**src/rtl/ntt_pkg.sv**
```systemverilog
// Shared constants for the NTT arithmetic blocks: standard moduli and the
// Barrett multiplier helper.
package ntt_pkg;

   localparam int KYBER_Q     = 3329;
   localparam int DILITHIUM_Q = 8380417;

   // Barrett constant M = floor(2^k / q).
   function automatic logic [63:0] barrett_m(input int unsigned q, input int unsigned k);
      return (64'd1 << k) / 64'(q);
   endfunction

endpackage

```
**src/rtl/barrett_pipe_slot.sv**
```systemverilog
// One valid/ready register slice. It loads whenever it is empty or its
// downstream neighbour takes its current contents this cycle.
module barrett_pipe_slot #(
   parameter int W        = 8,
   parameter bit RST_DATA = 1'b0
)(
   input  logic         clk,
   input  logic         rst_n,
   input  logic         up_valid,
   input  logic [W-1:0] up_data,
   output logic         up_ready,
   output logic         valid,
   output logic [W-1:0] data,
   input  logic         dn_ready
);

   assign up_ready = !valid || dn_ready;

   always_ff @(posedge clk or negedge rst_n) begin
      if (!rst_n)        valid <= 1'b0;
      else if (up_ready) valid <= up_valid;
   end

   // Only the output slice clears its payload; inner payloads stay unreset.
   generate
      if (RST_DATA) begin : g_rst
         always_ff @(posedge clk or negedge rst_n) begin
            if (!rst_n)                    data <= '0;
            else if (up_ready && up_valid) data <= up_data;
         end
      end else begin : g_nrst
         always_ff @(posedge clk) begin
            if (up_ready && up_valid) data <= up_data;
         end
      end
   endgenerate

endmodule

```
**src/rtl/barrett_reduce_pipe.sv**
```systemverilog
// Three-stage pipelined Barrett reduction r = x mod Q with valid/ready
// handshakes and a sideband tag carried alongside each operand.
module barrett_reduce_pipe
   import ntt_pkg::*;
#(
   parameter int QW   = 12,
   parameter int Q    = KYBER_Q,
   parameter int XW   = 2*QW,
   parameter int K    = 2*QW,
   parameter int TAGW = 8
)(
   input  logic            clk,
   input  logic            rst_n,
   input  logic            in_valid,
   output logic            in_ready,
   input  logic [XW-1:0]   x,
   input  logic [TAGW-1:0] in_tag,
   output logic            out_valid,
   input  logic            out_ready,
   output logic [QW-1:0]   r,
   output logic [TAGW-1:0] out_tag
);

   localparam int P1W = XW + K + 1;     // x*M product
   localparam int P2W = K + QW;         // t*Q product
   localparam int TW  = XW - QW + 1;    // t <= x/Q < 2^(XW-QW+1)
   localparam int RW  = QW + 2;         // r0 < 3Q fits here
   localparam int W1  = TAGW + XW + P1W;
   localparam int W2  = TAGW + XW + P2W;
   localparam int W3  = TAGW + QW;

   localparam logic [63:0]    M     = barrett_m(Q, K);
   localparam logic [P1W-1:0] M_EXT = P1W'(M);

   logic            s1_valid, s2_valid, s3_valid;
   logic            s2_up_ready, s3_up_ready;
   logic [W1-1:0]   s1_data;
   logic [W2-1:0]   s2_data;
   logic [W3-1:0]   s3_data;

   logic [TAGW-1:0] s1_tag, s2_tag;
   logic [XW-1:0]   s1_x, s2_x;
   logic [P1W-1:0]  s1_xm;
   logic [P2W-1:0]  s2_tq;
   logic [TW-1:0]   t;
   logic [P2W-1:0]  tq;
   logic [RW-1:0]   r0, r_next;

   assign {s1_tag, s1_x, s1_xm} = s1_data;
   assign {s2_tag, s2_x, s2_tq} = s2_data;

   barrett_pipe_slot #(.W(W1), .RST_DATA(1'b0)) u_s1 (
      .clk      (clk),
      .rst_n    (rst_n),
      .up_valid (in_valid),
      .up_data  ({in_tag, x, P1W'(x) * M_EXT}),
      .up_ready (in_ready),
      .valid    (s1_valid),
      .data     (s1_data),
      .dn_ready (s2_up_ready)
   );

   assign t  = TW'(s1_xm >> K);
   assign tq = P2W'(t) * P2W'(Q);

   barrett_pipe_slot #(.W(W2), .RST_DATA(1'b0)) u_s2 (
      .clk      (clk),
      .rst_n    (rst_n),
      .up_valid (s1_valid),
      .up_data  ({s1_tag, s1_x, tq}),
      .up_ready (s2_up_ready),
      .valid    (s2_valid),
      .data     (s2_data),
      .dn_ready (s3_up_ready)
   );

   // The true difference is below 3Q, so modular arithmetic at RW bits is exact.
   assign r0 = RW'(s2_x) - RW'(s2_tq);

   always_comb begin
      r_next = r0;
      if (r0 >= RW'(2*Q))  r_next = r0 - RW'(2*Q);
      else if (r0 >= RW'(Q)) r_next = r0 - RW'(Q);
   end

   barrett_pipe_slot #(.W(W3), .RST_DATA(1'b1)) u_s3 (
      .clk      (clk),
      .rst_n    (rst_n),
      .up_valid (s2_valid),
      .up_data  ({s2_tag, QW'(r_next)}),
      .up_ready (s3_up_ready),
      .valid    (s3_valid),
      .data     (s3_data),
      .dn_ready (out_ready)
   );

   assign out_valid      = s3_valid;
   assign {out_tag, r}   = s3_data;

endmodule

```
**config.mk**
```make
export PLATFORM = sky130hd
export DESIGN_NAME = barrett_reduce_pipe
export DESIGN_NICKNAME = d
export VERILOG_FILES = /design/src/rtl/ntt_pkg.sv /design/src/rtl/barrett_pipe_slot.sv /design/src/rtl/barrett_reduce_pipe.sv
export SDC_FILE = /design/constraint.sdc
export NUM_CORES = 1
export LEC_CHECK = 0
export CORE_ASPECT_RATIO = 0.8
export CORE_MARGIN = 5
export CORE_UTILIZATION = 58
export CTS_CLUSTER_SIZE = 12
export DETAILED_ROUTE_END_ITERATION = 16
export PLACE_DENSITY = 0.85
export SYNTH_ARGS = -nofsm -noshare
export SYNTH_HDL_FRONTEND = slang
export SYNTH_HIERARCHICAL = 1
export SYNTH_SLANG_ARGS = --single-unit
```
**constraint.sdc**
```tcl
create_clock -name clk -period 4.6 [get_ports clk]
set_input_delay 0.69 -clock clk [delete_from_list [all_inputs] [get_ports clk]]
set_output_delay 0.69 -clock clk [all_outputs]
set_load 0.02 [all_outputs]
```
==> metrics.txt <==
Hold Vio Cnt, Final=0; Placed Area=0.0121 mm^2; Crit Path Max Fanout=4; commonest non-fill, non-tap cell in the layout=inv_1; failing checks=negative setup slack; Num CTS Buffers=9; mean post-synth cell area=11.5 um^2; Critical Path Max Stage Delay=between 0.5 and 0.6 ns; GRT Util Overall=between 20% and 30%; Arr. time, crit path=roughly 6 ns; largest net degree at the start of global routing=37; Fill cells=approximately 1,000; Tmin final=5.80 ns; H-tree Lvls=3; Worst-Margin Slew=slightly below 1 ns; Slew Limit Fails=0; Reg area=around 0.0027 mm^2; first-pass GRT wire length=40,500 um; Setup Skew=approximately 0.008 ns; Mapped Area=about 0.010 mm^2; routed vias=approximately 7,500; kind of critical path=primary input to flip-flop; Layout Nets=approximately 1,400; setup violators final=13; DP HPWL=~19,000 um; Slew Limit Headroom=34.0%; Via density=~5.7; crit path capture type=flip-flop; antenna viol nets, final=0; TritonCTS Sinks=94; initial core utilization=between 50% and 60%; Fmax=between 150 and 200 MHz; RD Place Congestion=approximately 0.94; unrepaired setup endpoints after global routing=yes; Buf/Inv on CP=3; Core Util, Final=~75%; most frequent cell on the critical path=fa_1; Final Cell Area=between 0.01 and 0.015 mm^2; Mapped Nets=1,220; # DRC=0; TritonCTS clock tree=done; Iteration-0 DRC Markers=461; CTS Hold Bufs=0; vias in the first global route=~8,000; Ys Warns=6; cells after synthesis=between 800 and 900; Crit path required time=around 4.8 ns; Die H=between 100 and 150 um; max cap viols=0; core area=0.0174 mm^2; Critical Path Start Type=primary input; die footprint=0.0206 mm^2; clock slew at reported path FFs=~0.070 ns; fin worst setup slack=-1.20 ns; Area Growth Syn to Fin=25.4%; share of cells above drive strength 1=a little over a quarter; antenna violations before repair=1; clk_lat worst skew=0.35 ns; Horiz. Die Dim=approximately 160 um; GRT Residual Overflow=0; commonest non-fill, non-tap cells in the layout=198 x inv_1, 132 x ha_1, 125 x buf_4, 114 x fa_1, 71 x edfxtp_1; FP Rows=43; diode count=0; status=finished, violations left; clk root buf=clkbuf_16; CP cell instances=buf_6 -> fa_1 -> fa_1 -> ha_1 -> inv_2 -> fa_1 -> fa_1 -> inv_2 -> ha_4 -> a21o_1 -> a21oi_4 -> o21bai_1 -> a221oi_2 -> o21ai_1 -> a311oi_2 -> nor4_2 -> o41a_1 -> or3_1 -> o311ai_2; Multi-input gate area=around 0.0073 mm^2; clk buf depth=2; Final period util=126%; IO Count=between 50 and 60; DR WL/cell=20.4 um; kind of cell adding the most delay to the critical path=adder cells; CP max stage cell=fa_1; Hold Path Class=flip-flop to flip-flop; final WL=about 27,000 um; count of input and output buffers=57; drt pass-1 iters=7
-- state kept, by name, indices dropped and copies added, names as in the netlist --
name and flops:
u_s2/data 36, u_s1/data 35, u_s2/valid 1, u_s3/valid 1, u_s3/data 20, u_s1/valid 1
-- final timing paths --
| kind | slack (ns) | from | end | cells after the start |
|---|---|---|---|---|
| worst max-delay path | -1.20 | x[5] | u_s1/data[35]$_DFFE_PP_ | 19 |
| worst min-delay path | 0.42 | u_s1/data[77]$_DFFE_PP_ | u_s2/data[64]$_DFFE_PP_ | 0 |
| worst max register to register | 0.58 | u_s2/data[36]$_DFFE_PP_ | u_s3/data[11]$_DFFE_PN0P_ | 15 |
| worst min register to register | 0.42 | u_s1/data[77]$_DFFE_PP_ | u_s2/data[64]$_DFFE_PP_ | 0 |
| max in group asynchronous | 3.11 | rst_n | u_s3/data[4]$_DFFE_PN0P_ | 1 |
| min in group asynchronous | 0.89 | rst_n | u_s3/data[11]$_DFFE_PN0P_ | 1 |
-- through the flow --
stage	TNS, ns	hold WS [ns]	worst slack [ns]	cells
after detailed placement	-19.42	0.405	-1.76	1284
after global routing	-12.85	0.428	-1.29	1322
after CTS	-8.05	0.421	-0.921	1313
after global placement	-17.23	0.401	-1.56	1284
after floorplan	-6.23	0.394	-0.770	899
final	-11.06	0.420	-1.20	1322
-- layout make-up --
type                    instances  share of cell area (%)
clock buffers                  11                    1.87
multi-input cells             587                    56.4
clock inverters                 5                   0.501
well taps                     225                    2.17
flip-flops and latches         94                    20.8
inverters                     211                    6.10
repair buffers                189                    12.2
-- timing repair --
action                     in CTS  in global routing
resized for setup             151                 52
gates cloned                    0                  0
buffers inserted               13                 12
pin swaps                      92                 58
setup endpoints to repair      13                 13
-- layer usage --
layer	global-route usage, %	part of all wire (%)	wire (um)
met1	30.3	39	10400
met2	43.4	49	13300
met3	4.10	6.5	1740
met4	10.8	5.4	1460
met5	0	0.044	12
-- worst register-to-register path, delay by kind of cell, from the launching register on --
family                   cells  cell delay (ns)
AO/OA/AOI/OAI                8             1.85
XOR/XNOR                     1             0.40
adder cells (fa/ha/maj)      2             0.54
buffers and inverters        2             0.11
flip-flops                   1             0.37
multiplexers                 1             0.29
AND/OR/NAND/NOR              1             0.33
Power is left out: the tool's default activity adds up to more than one toggle a clock period on the data nets, which glitch-free logic cannot reach.
